--- src/rtl/kbd_pkg.sv ---
// Shared definitions for the PS/2 keyboard scan controller.
//   - Bus word addresses for the DATA / STATUS / CTRL registers
//   - Scan-code prefix bytes (E0 = extended, F0 = break)
//   - Parser state encoding
//   - Event word layout: [9] brk, [8] ext, [7:0] code
package kbd_pkg;

    localparam logic [1:0] KBD_DATA   = 2'd0;
    localparam logic [1:0] KBD_STATUS = 2'd1;
    localparam logic [1:0] KBD_CTRL   = 2'd2;

    localparam logic [7:0] PFX_EXT = 8'hE0;
    localparam logic [7:0] PFX_BRK = 8'hF0;

    typedef enum logic [1:0] {
        P_IDLE   = 2'd0,
        P_EXT    = 2'd1,
        P_BRK    = 2'd2,
        P_EXTBRK = 2'd3
    } parse_state_t;

    localparam int EV_W   = 10;
    localparam int EV_BRK = 9;
    localparam int EV_EXT = 8;

    // Register bit positions
    localparam int ST_OVF_BIT     = 3;
    localparam int CTRL_IE_BIT    = 0;
    localparam int CTRL_FLUSH_BIT = 1;

    function automatic logic [EV_W-1:0] make_event(input logic brk, input logic ext,
                                                   input logic [7:0] code);
        logic [EV_W-1:0] ev;
        ev         = '0;
        ev[EV_BRK] = brk;
        ev[EV_EXT] = ext;
        ev[7:0]    = code;
        return ev;
    endfunction

endpackage

--- src/rtl/kbd_sync_fifo.sv ---
// Single-clock FIFO holding decoded keyboard events.
// Ports:
//   clk, rst_n       clock, asynchronous active-low reset
//   push, push_data  write request / data (ignored when full unless a pop is also taken)
//   pop              read request (ignored when empty); pop_data shows the head entry
//   flush            empties the FIFO; takes priority over push and pop
//   full, empty      status flags
//   count            occupancy 0..DEPTH
module kbd_sync_fifo #(
    parameter int DEPTH = 16,
    parameter int WIDTH = 10
) (
    input  logic                     clk,
    input  logic                     rst_n,
    input  logic                     push,
    input  logic [WIDTH-1:0]         push_data,
    input  logic                     pop,
    input  logic                     flush,
    output logic [WIDTH-1:0]         pop_data,
    output logic                     full,
    output logic                     empty,
    output logic [$clog2(DEPTH):0]   count
);

    localparam int AW = $clog2(DEPTH);
    localparam int CW = AW + 1;

    logic [WIDTH-1:0] mem [DEPTH];
    logic [AW-1:0]    wr_ptr;
    logic [AW-1:0]    rd_ptr;
    logic             do_push;
    logic             do_pop;

    assign empty    = (count == '0);
    assign full     = (count == CW'(DEPTH));
    assign do_pop   = pop && !empty;
    // A pop in the same cycle frees the slot, so a push into a full FIFO is still taken.
    assign do_push  = push && (!full || do_pop);
    assign pop_data = mem[rd_ptr];

    always_ff @(posedge clk or negedge rst_n) begin
        if (!rst_n) begin
            wr_ptr <= '0;
            rd_ptr <= '0;
            count  <= '0;
        end else if (flush) begin
            wr_ptr <= '0;
            rd_ptr <= '0;
            count  <= '0;
        end else begin
            if (do_push) wr_ptr <= wr_ptr + AW'(1);
            if (do_pop)  rd_ptr <= rd_ptr + AW'(1);
            case ({do_push, do_pop})
                2'b10:   count <= count + CW'(1);
                2'b01:   count <= count - CW'(1);
                default: count <= count;
            endcase
        end
    end

    // Storage needs no reset: contents are only visible through valid pointers.
    always_ff @(posedge clk) begin
        if (do_push && !flush) mem[wr_ptr] <= push_data;
    end

endmodule

--- src/rtl/kbd_scan_ctrl.sv ---
// Bus-side PS/2 keyboard controller.
// Raw scan bytes arrive with an asynchronous ready_pulse strobe, are synchronised,
// decoded (E0 extended / F0 break prefixes) into 10-bit event words and queued.
// The CPU reads events and status over an STB/ACK slave bus.
// Ports:
//   clk, reset          clock, asynchronous active-low reset
//   ready_pulse         byte strobe from the PS/2 receiver (asynchronous)
//   Keyboard_Data       raw scan byte, stable while ready_pulse is high
//   STB, WE, ADR, DAT_I bus request: strobe, write enable, word address, write data
//   DAT_O, ACK          registered read data and single-cycle acknowledge
//   irq                 level interrupt: CTRL.ie & FIFO not empty
//   parser_state        current prefix-parser state (debug observation)
// Bus handshake: a request is taken when STB=1, ACK=0 and the previous request has
// been released (STB seen low). ACK rises for exactly one cycle on the following edge,
// with DAT_O loaded on that same edge; each request has exactly one side effect.
module kbd_scan_ctrl
    import kbd_pkg::*;
#(
    parameter int DEPTH      = 16,
    parameter bit KEEP_BREAK = 1'b1
) (
    input  logic        clk,
    input  logic        reset,
    input  logic        ready_pulse,
    input  logic [7:0]  Keyboard_Data,
    input  logic        STB,
    input  logic        WE,
    input  logic [1:0]  ADR,
    input  logic [31:0] DAT_I,
    output logic [31:0] DAT_O,
    output logic        ACK,
    output logic        irq,
    output logic [1:0]  parser_state
);

    localparam int CW = $clog2(DEPTH) + 1;

    // ---------------- strobe synchroniser + rising-edge detect ----------------
    logic [2:0] sync_q;
    logic       byte_stb;

    always_ff @(posedge clk or negedge reset) begin
        if (!reset) sync_q <= '0;
        else        sync_q <= {sync_q[1:0], ready_pulse};
    end

    assign byte_stb = sync_q[1] & ~sync_q[2];

    // ---------------- prefix parser ----------------
    parse_state_t    state;
    logic            ev_valid;
    logic [EV_W-1:0] ev_word;
    logic            is_e0, is_f0, cur_brk, cur_ext;
    logic            flush;

    assign is_e0   = (Keyboard_Data == PFX_EXT);
    assign is_f0   = (Keyboard_Data == PFX_BRK);
    assign cur_brk = (state == P_BRK) || (state == P_EXTBRK);
    assign cur_ext = (state == P_EXT) || (state == P_EXTBRK);

    // Prefixes accumulate: E0 adds the extended flag, F0 adds the break flag;
    // any other byte emits the accumulated flags with the code and returns to IDLE.
    always_ff @(posedge clk or negedge reset) begin
        if (!reset) begin
            state    <= P_IDLE;
            ev_valid <= 1'b0;
            ev_word  <= '0;
        end else begin
            ev_valid <= 1'b0;
            if (flush) begin
                state <= P_IDLE;
            end else if (byte_stb) begin
                if (is_e0) begin
                    state <= cur_brk ? P_EXTBRK : P_EXT;
                end else if (is_f0) begin
                    state <= cur_ext ? P_EXTBRK : P_BRK;
                end else begin
                    state    <= P_IDLE;
                    ev_word  <= make_event(cur_brk, cur_ext, Keyboard_Data);
                    ev_valid <= KEEP_BREAK || !cur_brk;
                end
            end
        end
    end

    assign parser_state = state;

    // ---------------- event FIFO ----------------
    logic [EV_W-1:0] fifo_head;
    logic            full, empty, pop;
    logic [CW-1:0]   count;

    kbd_sync_fifo #(
        .DEPTH (DEPTH),
        .WIDTH (EV_W)
    ) u_fifo (
        .clk       (clk),
        .rst_n     (reset),
        .push      (ev_valid),
        .push_data (ev_word),
        .pop       (pop),
        .flush     (flush),
        .pop_data  (fifo_head),
        .full      (full),
        .empty     (empty),
        .count     (count)
    );

    // ---------------- bus slave ----------------
    logic        done, access, rd_en, wr_en;
    logic        ie, overflow;
    logic [31:0] rd_data;

    // done blocks a second request until the master drops STB.
    assign access = STB && !ACK && !done;
    assign rd_en  = access && !WE;
    assign wr_en  = access && WE;
    assign pop    = rd_en && (ADR == KBD_DATA) && !empty;
    assign flush  = wr_en && (ADR == KBD_CTRL) && DAT_I[CTRL_FLUSH_BIT];

    always_comb begin
        rd_data = '0;
        case (ADR)
            KBD_DATA:   if (!empty) rd_data = {1'b1, 21'b0, fifo_head};
            KBD_STATUS: rd_data = {16'b0, 8'(count), 4'b0, overflow, 1'b0, full, empty};
            KBD_CTRL:   rd_data = {31'b0, ie};
            default:    rd_data = '0;
        endcase
    end

    always_ff @(posedge clk or negedge reset) begin
        if (!reset) begin
            ACK      <= 1'b0;
            done     <= 1'b0;
            DAT_O    <= '0;
            ie       <= 1'b0;
            overflow <= 1'b0;
        end else begin
            ACK <= access;
            if (access)    done <= 1'b1;
            else if (!STB) done <= 1'b0;

            if (rd_en)      DAT_O <= rd_data;
            else if (wr_en) DAT_O <= '0;

            if (wr_en && (ADR == KBD_CTRL)) ie <= DAT_I[CTRL_IE_BIT];

            // Drop only when no slot frees up this cycle; a flush discards the event instead.
            if (ev_valid && full && !pop && !flush)
                overflow <= 1'b1;
            else if (wr_en && (ADR == KBD_STATUS) && DAT_I[ST_OVF_BIT])
                overflow <= 1'b0;
        end
    end

    assign irq = ie & ~empty;

    logic unused_dat_i;
    assign unused_dat_i = ^{DAT_I[31:4], DAT_I[2]};

endmodule

--- config.mk ---
export PLATFORM = sky130hd
export DESIGN_NAME = kbd_scan_ctrl
export DESIGN_NICKNAME = d
export VERILOG_FILES = /design/src/rtl/kbd_pkg.sv /design/src/rtl/kbd_sync_fifo.sv /design/src/rtl/kbd_scan_ctrl.sv
export SDC_FILE = /design/constraint.sdc
export NUM_CORES = 1
export LEC_CHECK = 0
export CAP_MARGIN = 5
export CORE_MARGIN = 4
export CORE_UTILIZATION = 60
export CTS_CLUSTER_SIZE = 25
export DETAILED_ROUTE_END_ITERATION = 8
export PLACE_DENSITY = 0.83
export SLEW_MARGIN = 5
export SYNTH_ARGS = -nofsm -noshare
export SYNTH_HDL_FRONTEND = slang
export SYNTH_HIERARCHICAL = 1
export SYNTH_SLANG_ARGS = --single-unit
--- constraint.sdc ---
create_clock -name clk -period 7.01 [get_ports clk]
set_input_delay 1.0515 -clock clk [delete_from_list [all_inputs] [get_ports clk]]
set_output_delay 1.0515 -clock clk [all_outputs]
set_load 0.1 [all_outputs]
==> results by group, run 1 <==
Routing
  – Via density: 6.24
  – Final ANT Viol Nets: 0
  – DR WL/cell: approximately 24 um
  – DRC Markers: 0
  – Initial DRC count: ~490
  – Via count: approximately 4300
  – Routed WL: about 17 mm
  – 1st-pass router iterations: 5

Die
  – Die area: around 16000 um^2
  – Initial core utilization: between 60 and 70%
  – I/O pin count: 83
  – Chip Width: approximately 130 um
  – Std cell rows: 43
  – Total core area: 13900 um^2
  – Die Span Y: between 100 and 150 um

Clocking
  – CTS tree: done
  – Num CTS Buffers: 20
  – Setup Buffers After CTS: 0
  – CTS root buf: clkbuf_16
  – Clock tree buffer depth: 3
  – CTS resizes: 0
  – Clock Pin Slew Worst Setup and Hold Paths: 0.06 ns
  – TritonCTS sink count: around 210
  – Post-CTS Hold Buffers: 0
  – Clk_lat worst skew: between 0.4 and 0.5 ns
  – Clock H-tree levels: 1

Setup path
  – Critical-path cell list: clkdlybuf4s50_1 -> nor2_1 -> nor4b_4 -> nand2b_1 -> a21oi_1 -> inv_1 -> fa_1 -> nand2b_1 -> a21oi_1 -> mux2_2 -> a32oi_1 -> a21oi_1
  – Max stage delay cell, worst path: nor4b_4
  – Crit path arrival time: 4.67 ns
  – CP most frequent cell: a21oi_1
  – Crit Path Max Fanout: 11
  – Crit-path max cell delay: ~0.7 ns
  – CP endpoint kind: flop
  – Req. time, crit path: between 7 and 8 ns
  – Startpoint Class: input port
  – Crit Path Category: in2reg

Placed design
  – DP HPWL: between 10 and 15 mm
  – Port Buffers: 35
  – Placer Congestion: between 0.7 and 0.8
  – Inst Count DP: roughly 660

STA
  – Final Hold Fails: 0
  – Fin Setup TNS: 0 ns
  – Least-Margin Pin Slew: approximately 1.2 ns
  – Final Skew: approximately 0.012 ns
  – Final setup fails: 0
  – Slew Viols, Final: 0
  – RSZ-0062 raised after global routing: no
  – Period utilization: 61.6%
  – Maximum clock rate: around 230 MHz
  – Rel. slew slack: 20.0%
  – Crit path time final: around 4.3 ns

Global routing
  – Met2 usage: a little over a third
  – Congestion Overflow GR: 0
  – GRT busiest layer: met2
  – Largest net degree at the start of global routing: 48
  – Global Route Usage Sum: roughly 22%
  – Met3 global-route usage: under 10%
  – Global Route met1 Usage: a little under a third
  – Antenna violations before repair: 0
  – First-pass GRT wire length: 26.5 mm
  – Vias in the first global route: about 4500

Power
  – Static Leak: ~3.4 nW
  – Max VDD drop: about 0.00030 V
  – Power per Cell Area: about 370 nW/um^2

Hold path
  – Hold Crit Class: reg2reg

Finish
  – Util after Layout: between 60 and 70%
  – # diodes: 0
  – Layout cells sized above 1: between 20% and 30%
  – Final net count: between 500 and 600
  – Area growth from synthesis to layout: 13.6%
  – Fill cells: 813
  – Non-filler instance count after layout: 695

Outcome
  – Status: finished, final reports clean

Synthesis
  – Distinct cells, synth: 56
  – Synth top area cells: edfxtp_1 56%, dfrtp_1 14%, mux4_2 13%, buf_4 1.9%, nor2_1 1.6%
  – Share of the synthesized area in the top cell type: 56.4%
  – Syn_area_per_cell: between 15 and 20 um^2
  – Mapped cell area: between 8000 and 9000 um^2
  – Sequential fraction of the synthesis area: between 70 and 80%
  – Top-count cell post-synth: edfxtp_1
  – Flip-flop and latch count after synthesis: around 210
  – Synth top cells by count: 160 x edfxtp_1, 50 x mux4_2, 47 x dfrtp_1
  – Synth Instances: 460
  – Post-synth EDFFs: 160
  – Ys Warns: 6
  – Post-synth ARST share: between 20% and 30%
  – Top FF cell, synth: edfxtp_1
  – Largest area contributor in the netlist: edfxtp_1

Flow run
  – Max Cap Viol: 0
-- critical path, delay by kind of cell --
kind / cells / cell delay (ns)
mux: 1 / 0.38
simple gates: 4 / 1.27
compound gates: 4 / 0.88
buf+inv: 2 / 0.67
fa+ha+maj: 1 / 0.41
-- power breakdown --
group / switching (mW) / internal (mW)
clock network: 0.433 / 0.752
registers: 0.120 / 1.46
logic: 0.497 / 0.364
-- layout by cell type, fill, tap and decap left out, types with 4 or more instances in the layout --
| cell | synthesis | layout |
|---|---|---|
| a21oi_1 | 9 | 9 |
| a22o_1 | 8 | 8 |
| a22oi_1 | 4 | 4 |
| bufinv_16 | 0 | 5 |
| clkbuf_16 | 0 | 21 |
| clkdlybuf4s50_1 | 0 | 34 |
| clkinv_2 | 0 | 4 |
| conb_1 | 1 | 18 |
| dfrtp_1 | 47 | 46 |
| edfxtp_1 | 160 | 160 |
| ha_1 | 8 | 8 |
| inv_1 | 10 | 10 |
| mux2_4 | 6 | 6 |
| mux4_2 | 50 | 50 |
| nand2_1 | 18 | 18 |
| nand3_1 | 4 | 4 |
| nor2_1 | 36 | 36 |
| o21ai_0 | 7 | 7 |
| xnor2_1 | 5 | 5 |
-- worst paths after layout --
check | from | to | slack [ns] | depth (start not counted)
setup / recovery | WE | u_fifo/count[4]$_DFFE_PN0P_ | 2.70 | 12
min in group asynchronous | reset | ACK$_DFF_PN0_ | 0.77 | 1
hold / removal | sync_q[0]$_DFF_PN0_ | sync_q[1]$_DFF_PN0_ | 0.37 | 0
hold reg to reg | sync_q[0]$_DFF_PN0_ | sync_q[1]$_DFF_PN0_ | 0.37 | 0
max in group asynchronous | reset | u_fifo/rd_ptr[0]$_DFFE_PN0P_ | 5.54 | 1
setup reg to reg | u_fifo/count[0]$_DFFE_PN0P_ | u_fifo/count[4]$_DFFE_PN0P_ | 3.24 | 12
-- metal layers --
metal | part of all wire, % | up-vias
met5 | 0 | -
met3 | 7.9 | 17
met1 | 39 | 2252
met2 | 51 | 218
met4 | 1.2 | 0
li1 | - | 1853
-- metrics by stage --
| stage | hold WS, ns | total power, mW | area, um^2 | worst slack [ns] |
|---|---|---|---|---|
| CTS | 0.369 | 3.64 | 9670 | 2.78 |
| detailed placement | 0.336 | 2.45 | 8930 | 2.28 |
| floorplan | 0.331 | 2.25 | 8580 | 3.41 |
| finish | 0.367 | 3.63 | 9670 | 2.70 |
| global placement | 0.344 | 2.40 | 8930 | 2.44 |
| global route | 0.380 | 3.78 | 9670 | 2.50 |
-- kinds of logic after synthesis --
family | Yosys count | synth area share [%]
multiplexers | 62 | 15.0
other | 1 | 0.0440
AND/OR/NAND/NOR | 83 | 5.42
buffers and inverters | 48 | 3.51
XOR/XNOR | 8 | 0.823
adder cells (fa/ha/maj) | 9 | 1.41
flip-flops | 207 | 70.2
AO/OA/AOI/OAI | 42 | 3.51
-- sequential cells by signal, summed over array words and instances (netlist names) --
name and cells:
u_fifo/mem 160, DAT_O 14, ev_word 10, u_fifo/count 5
u_fifo/rd_ptr 4, u_fifo/wr_ptr 4, sync_q 3, parser_state 2
ACK 1, done 1, ev_valid 1, ie 1
overflow 1
-- final cells by class --
cell class	count	area, um^2	area share, %
Sequential cell	207	5980	61.8
Multi-Input combinational cell	222	2300	23.8
Clock buffer	25	561	5.80
Timing Repair Buffer	38	368	3.80
Tap cell	180	225	2.33
Clock inverter	11	185	1.91
Inverter	12	47.5	0.492
Note: power is estimated with default switching activity, not from simulation.
==> run 2: changes to the inputs <==
- CORE_UTILIZATION: 60 -> 57
- PLACE_DENSITY: 0.83 -> 0.8
- clock period: 7.01 -> 4.1 ns (I/O delays scaled with it)
==> run 2 against run 1 <==
Sequential share of layout area is 0.15 points lower. Sequential power increased by 71%. Die area increased by 4.9%. Highest routed layer unchanged. First-iteration DRC count is 16% lower.
==> results by group, run 2 (same netlist as run 1, synthesis figures left out) <==
Routing
  – DR WL/cell: 24.1 um (was 24.2 um)
  – Via count: 4359 (was 4340)
  – DRC Markers: 0 (unchanged)
  – 1st-pass router iterations: 5 (unchanged)
  – Initial DRC count: 416 (was 494)
  – Final ANT Viol Nets: 0 (unchanged)
  – Routed WL: 17.3 mm (was 16.8 mm)
  – Via density: 6.06 (was 6.24)

STA
  – Crit path time final: about 3.6 ns
  – Rel. slew slack: 27.5% (was 20.0%)
  – Final setup fails: 0 (unchanged)
  – Maximum clock rate: 274 MHz
  – Final Hold Fails: 0 (unchanged)
  – Least-Margin Pin Slew: 1.09 ns (was 1.20 ns)
  – Final Skew: 0.0122 ns (was 0.0125 ns)
  – Fin Setup TNS: 0 ns (unchanged)
  – Period utilization: roughly nine tenths
  – RSZ-0062 raised after global routing: no (unchanged)
  – Slew Viols, Final: 0 (unchanged)

Die
  – Die Span Y: 130 um (was 127 um)
  – Chip Width: 130 um (was 127 um)
  – I/O pin count: 83 (unchanged)
  – Die area: 17000 um^2 (was 16200 um^2)
  – Total core area: 14600 um^2 (was 13900 um^2)
  – Initial core utilization: 58.4% (was 61.3%)
  – Std cell rows: 44 (was 43)

Finish
  – Final net count: 577 (was 557)
  – Max reg flops: 160 (unchanged)
  – Fill cells: 907 (was 813)
  – Most frequent cells in the layout: 160 x edfxtp_1, 50 x mux4_2, 46 x dfrtp_1 (unchanged)
  – Layout cells sized above 1: 23.4% (was 21.6%)
  – Biggest regs: u_fifo/mem x160, DAT_O x14, ev_word x10 (unchanged)
  – Non-filler instance count after layout: 719 (was 695)
  – Most common cell after layout, fill and taps aside: edfxtp_1 (unchanged)
  – Top reg by flops: u_fifo/mem (unchanged)
  – # diodes: 0 (unchanged)
  – Area growth from synthesis to layout: 13.9% (was 13.6%)

Placed design
  – Port Buffers: 35 (unchanged)
  – Placer Congestion: 0.879 (was 0.764)
  – Inst Count DP: 682 (was 659)
  – DP HPWL: 10.4 mm (was 10.2 mm)

Setup path
  – Crit path arrival time: 3.03 ns (was 4.67 ns)
  – CP endpoint kind: output port (was flop)
  – Req. time, crit path: 3.48 ns (was 7.37 ns)
  – Crit Path Max Fanout: 6 (was 11)
  – Crit Path Category: reg2out (was in2reg)
  – Startpoint Class: flop (was input port)

Clocking
  – Post-CTS Hold Buffers: 0 (unchanged)
  – Clock Pin Slew Worst Setup and Hold Paths: 0.06 ns (about the same)
  – CTS resizes: 0 (unchanged)
  – Clk_lat worst skew: 0.48 ns (about the same)
  – TritonCTS sink count: 207 (unchanged)
  – CTS root buf: clkbuf_16 (unchanged)
  – Clock H-tree levels: 1 (unchanged)
  – Setup Buffers After CTS: 0 (unchanged)
  – CTS tree: done (unchanged)
  – Clock tree buffer depth: 3 (unchanged)
  – Num CTS Buffers: 21 (was 20)

Global routing
  – Antenna violations before repair: 0 (unchanged)
  – Global Route Usage Sum: 21.4% (was 21.6%)
  – Largest net degree at the start of global routing: 48 (unchanged)
  – Vias in the first global route: 4607 (was 4462)
  – Congestion Overflow GR: 0 (unchanged)
  – First-pass GRT wire length: 26.9 mm (was 26.5 mm)

Flow run
  – Max Cap Viol: 0 (unchanged)

Hold path
  – Hold Crit Class: in2async (was reg2reg)

Power
  – Power per Cell Area: 606 nW/um^2 (was 375 nW/um^2)
  – Max VDD drop: 0.000398 V (was 0.000304 V)
  – Total power: 5.88 mW (was 3.63 mW)
  – Static Leak: 3.45 nW (was 3.40 nW)

Outcome
  – Status: finished, final reports clean (unchanged)
-- run 2: changes by cell type in the layout (fill, tap and decap cells not counted), sizes merged --
| cell | change |
|---|---|
| bufinv | -5 |
| clkbuf | +5 |
| clkinv | +3 |
| buf | +19 |
| clkinvlp | -2 |
-- run 2: layout make-up --
type / count / area (um^2) / area share, %
clock buffer: 30 / 589 / 6.08
tap: 184 / 230 / 2.37
inverter: 12 / 47.5 / 0.490
timing repair buffer: 57 / 510 / 5.27
clock inverter: 7 / 32.5 / 0.336
multi-input combinational: 222 / 2300 / 23.8
sequential: 207 / 5980 / 61.7
-- run 2: critical path, stage by stage, from the launching register on --
cell and delay (ns):
dfrtp_1 0.46, or4_4 0.60, nor2_1 0.38, nor2b_1 0.12, clkdlybuf4s50_1 0.99
-- run 2: path summary, 6_finish.rpt --
path / depth (start not counted) / startpoint / slack (ns) / endpoint
min in group clk: 0 / sync_q[0]$_DFF_PN0_ / 0.37 / sync_q[1]$_DFF_PN0_
setup reg to reg: 12 / u_fifo/count[1]$_DFFE_PN0P_ / 0.79 / u_fifo/count[4]$_DFFE_PN0P_
hold / removal: 1 / reset / 0.34 / u_fifo/wr_ptr[3]$_DFFE_PN0P_
setup / recovery: 4 / u_fifo/count[1]$_DFFE_PN0P_ / 0.45 / irq
hold reg to reg: 0 / sync_q[0]$_DFF_PN0_ / 0.37 / sync_q[1]$_DFF_PN0_
max in group asynchronous: 1 / reset / 3.02 / u_fifo/rd_ptr[0]$_DFFE_PN0P_
-- run 2: per-stage QoR --
stage / area [um^2] / hold WS, ns / utilization [%] / setup WS, ns
floorplan: 8580 / 0.319 / - / 0.649
global placement: 9070 / 0.346 / 62.2 / 0.589
detailed placement: 9070 / 0.346 / 62.2 / 0.473
CTS: 9700 / 0.369 / 66.5 / 0.445
global route: 9700 / 0.379 / 66.5 / 0.373
finish: 9700 / 0.341 / 66.5 / 0.452
-- run 2: where the power goes --
group	switching [mW]	internal, mW	total [mW]
Clock	0.727	0.995	1.72
Combinational	0.825	0.631	1.46
Sequential	0.205	2.50	2.70
-- run 2: routing by layer --
metal / share of wire (%) / vias to the layer above / track usage (%)
met5: 0 / - / 0
met1: 40 / 2246 / 29.9
met4: 2.0 / 0 / 5.68
li1: - / 1892 / -
met3: 6.6 / 34 / 3.32
met2: 52 / 187 / 36.0
==> run 3: changes to the inputs <==
--- a/config.mk
+++ b/config.mk
@@ -11,4 +11,5 @@
 export CTS_CLUSTER_SIZE = 25
 export DETAILED_ROUTE_END_ITERATION = 8
+export MAX_ROUTING_LAYER = met4
 export PLACE_DENSITY = 0.8
 export SLEW_MARGIN = 5
==> constraint.sdc (replaced) <==
create_clock -name clk -period 4.1 [get_ports clk]
set_input_delay 0.615 -clock clk [delete_from_list [all_inputs] [get_ports clk]]
set_output_delay 0.615 -clock clk [all_outputs]
set_load 0.05 [all_outputs]
==> run 3 against run 2 <==
Final area unchanged. Highest routed layer unchanged. Count of clock-buffer cells in the layout unchanged. Sequential share of layout area unchanged. Non-clock buffer count stayed put. Critical path type unchanged. Wire length is 0.40% lower. Clock power about the same.
==> results by group, run 3 (same netlist as run 1, synthesis figures left out) <==
Placed design
  – DP HPWL: 10.4 mm (unchanged)
  – Placer Congestion: 0.894 (was 0.879)
  – Area after DPL: 9070 um^2 (unchanged)
  – Inst Count DP: 682 (unchanged)
  – DP Worst Slack: 0.473 ns (unchanged)
  – Port Buffers: 35 (unchanged)

Power
  – Power per Cell Area: 594 nW/um^2 (was 606 nW/um^2)
  – Net Sw Power: 1.63 mW (was 1.76 mW)
  – Switching Share: 28.3% (was 29.9%)
  – Max VDD drop: 0.000396 V (was 0.000398 V)
  – Seq pwr share: 46.9% (was 45.9%)
  – Internal: 4.12 mW (about the same)
  – Clock power share: 29.9% (was 29.3%)
  – Static Leak: 3.45 nW (unchanged)
  – Combinational share of power: 23.1% (was 24.8%)

STA
  – Fin Setup TNS: 0 ns (unchanged)
  – Maximum clock rate: 294 MHz (was 274 MHz)
  – Setup WS post-layout: 0.695 ns (was 0.452 ns)
  – Final setup fails: 0 (unchanged)
  – Rel. slew slack: 27.4% (was 27.5%)
  – Period utilization: 83.0% (was 89.0%)
  – RSZ-0062 raised after global routing: no (unchanged)
  – Slew Viols, Final: 0 (unchanged)
  – Crit path time final: 3.40 ns (was 3.65 ns)
  – Final Skew: 0.0126 ns (was 0.0122 ns)
  – Least-Margin Pin Slew: 1.09 ns (about the same)
  – Final Hold Fails: 0 (unchanged)

Clocking
  – CTS tree: done (unchanged)
  – Post-CTS Hold Buffers: 0 (unchanged)
  – Setup Buffers After CTS: 0 (unchanged)
  – Clock H-tree levels: 1 (unchanged)
  – TritonCTS sink count: 207 (unchanged)
  – CTS resizes: 0 (unchanged)
  – Clock tree buffer depth: 3 (unchanged)
  – CTS root buf: clkbuf_16 (unchanged)
  – Num CTS Buffers: 21 (unchanged)
  – Clock Pin Slew Worst Setup and Hold Paths: 0.06 ns (about the same)
  – Clk_lat worst skew: 0.48 ns (about the same)

Setup path
  – CP endpoint kind: output port (unchanged)
  – Crit Path Max Fanout: 6 (unchanged)
  – Crit Path Category: reg2out (unchanged)
  – Crit path arrival time: 2.79 ns (was 3.03 ns)
  – Worst R2R Start: u_fifo/count[1]$_DFFE_PN0P_ (unchanged)
  – Worst setup startpoint: u_fifo/count[1]$_DFFE_PN0P_ (unchanged)
  – Startpoint Class: flop (unchanged)
  – Req. time, crit path: 3.48 ns (about the same)

Die
  – I/O pin count: 83 (unchanged)
  – Die area: 17000 um^2 (unchanged)
  – Die Span Y: 130 um (unchanged)
  – Std cell rows: 44 (unchanged)
  – Chip Width: 130 um (unchanged)
  – Total core area: 14600 um^2 (unchanged)
  – Initial core utilization: 58.4% (unchanged)

Global routing
  – Global Route Usage Sum: 22.2% (was 21.4%)
  – Antenna violations before repair: 0 (unchanged)
  – Vias in the first global route: 4586 (was 4607)
  – First-pass GRT wire length: 27.0 mm (was 26.9 mm)
  – Largest net degree at the start of global routing: 48 (unchanged)
  – Congestion Overflow GR: 0 (unchanged)

Routing
  – Via count: 4371 (was 4359)
  – 1st-pass router iterations: 5 (unchanged)
  – Final ANT Viol Nets: 0 (unchanged)
  – Via density: 6.08 (was 6.06)
  – Routed WL: 17.2 mm (was 17.3 mm)
  – Initial DRC count: 492 (was 416)
  – DRC Markers: 0 (unchanged)
  – DR WL/cell: 24.0 um (was 24.1 um)

Flow run
  – Max Cap Viol: 0 (unchanged)

Finish
  – Top reg by flops: u_fifo/mem (unchanged)
  – Final net count: 577 (unchanged)
  – # diodes: 0 (unchanged)
  – Non-filler instance count after layout: 719 (unchanged)
  – Design Area, Final: 9700 um^2 (unchanged)
  – Most common cell after layout, fill and taps aside: edfxtp_1 (unchanged)
  – Area growth from synthesis to layout: 13.9% (unchanged)
  – Max reg flops: 160 (unchanged)
  – Biggest regs: u_fifo/mem x160, DAT_O x14, ev_word x10 (unchanged)
  – Most frequent cells in the layout: 160 x edfxtp_1, 50 x mux4_2, 46 x dfrtp_1 (unchanged)
  – Layout cells sized above 1: 23.4% (unchanged)
  – Fill cells: 907 (unchanged)

Outcome
  – Status: finished, final reports clean (unchanged)

Hold path
  – Hold Crit Class: in2async (unchanged)
## run 3: worst paths after layout
check                                          endpoint  slack, ns  depth (start not counted)
setup reg to reg            u_fifo/count[4]$_DFFE_PN0P_       0.76                         12
hold reg to reg                     sync_q[1]$_DFF_PN0_       0.36                          0
min in group clk                    sync_q[1]$_DFF_PN0_       0.36                          0
hold / removal             u_fifo/wr_ptr[3]$_DFFE_PN0P_       0.34                          1
setup / recovery                                    irq       0.70                          4
max in group asynchronous  u_fifo/rd_ptr[0]$_DFFE_PN0P_       3.02                          1
## run 3: per-layer routing
metal | share of wire, % | wire length [um] | track usage, %
met5 | 0 | 0 | -
met4 | 1.8 | 312 | 5.68
met3 | 7.1 | 1230 | 3.07
met2 | 52 | 8950 | 35.8
met1 | 39 | 6740 | 30.4
## run 3: final cells by class
class	count	area [um^2]	area share [%]
Inverter	12	47.5	0.490
Multi-Input combinational cell	222	2300	23.8
Timing Repair Buffer	57	510	5.27
Sequential cell	207	5980	61.7
Clock buffer	30	589	6.08
Tap cell	184	230	2.37
Clock inverter	7	32.5	0.336
## run 3: per-stage QoR
step / hold WS, ns / power (mW) / util, %
after floorplan: 0.319 / 3.72 / -
after global placement: 0.346 / 4.01 / 62.2
after detailed placement: 0.346 / 4.06 / 62.2
after CTS: 0.369 / 5.80 / 66.5
after global routing: 0.379 / 6.03 / 66.5
final: 0.341 / 5.75 / 66.5
## run 3: power by group through the flow
stage                     logic (mW)  clock network (mW)  registers, mW
after floorplan                0.991                   0           2.73
after global placement          1.30                   0           2.72
after detailed placement        1.32                   0           2.74
after CTS                       1.34                1.76           2.70
after global routing            1.44                1.86           2.73
final                           1.33                1.72           2.70
## run 3: worst max-delay path: stages, from the launching register on
cell,delay (ns)
dfrtp_1,0.46
or4_4,0.60
nor2_1,0.40
nor2b_1,0.12
clkdlybuf4s50_1,0.72
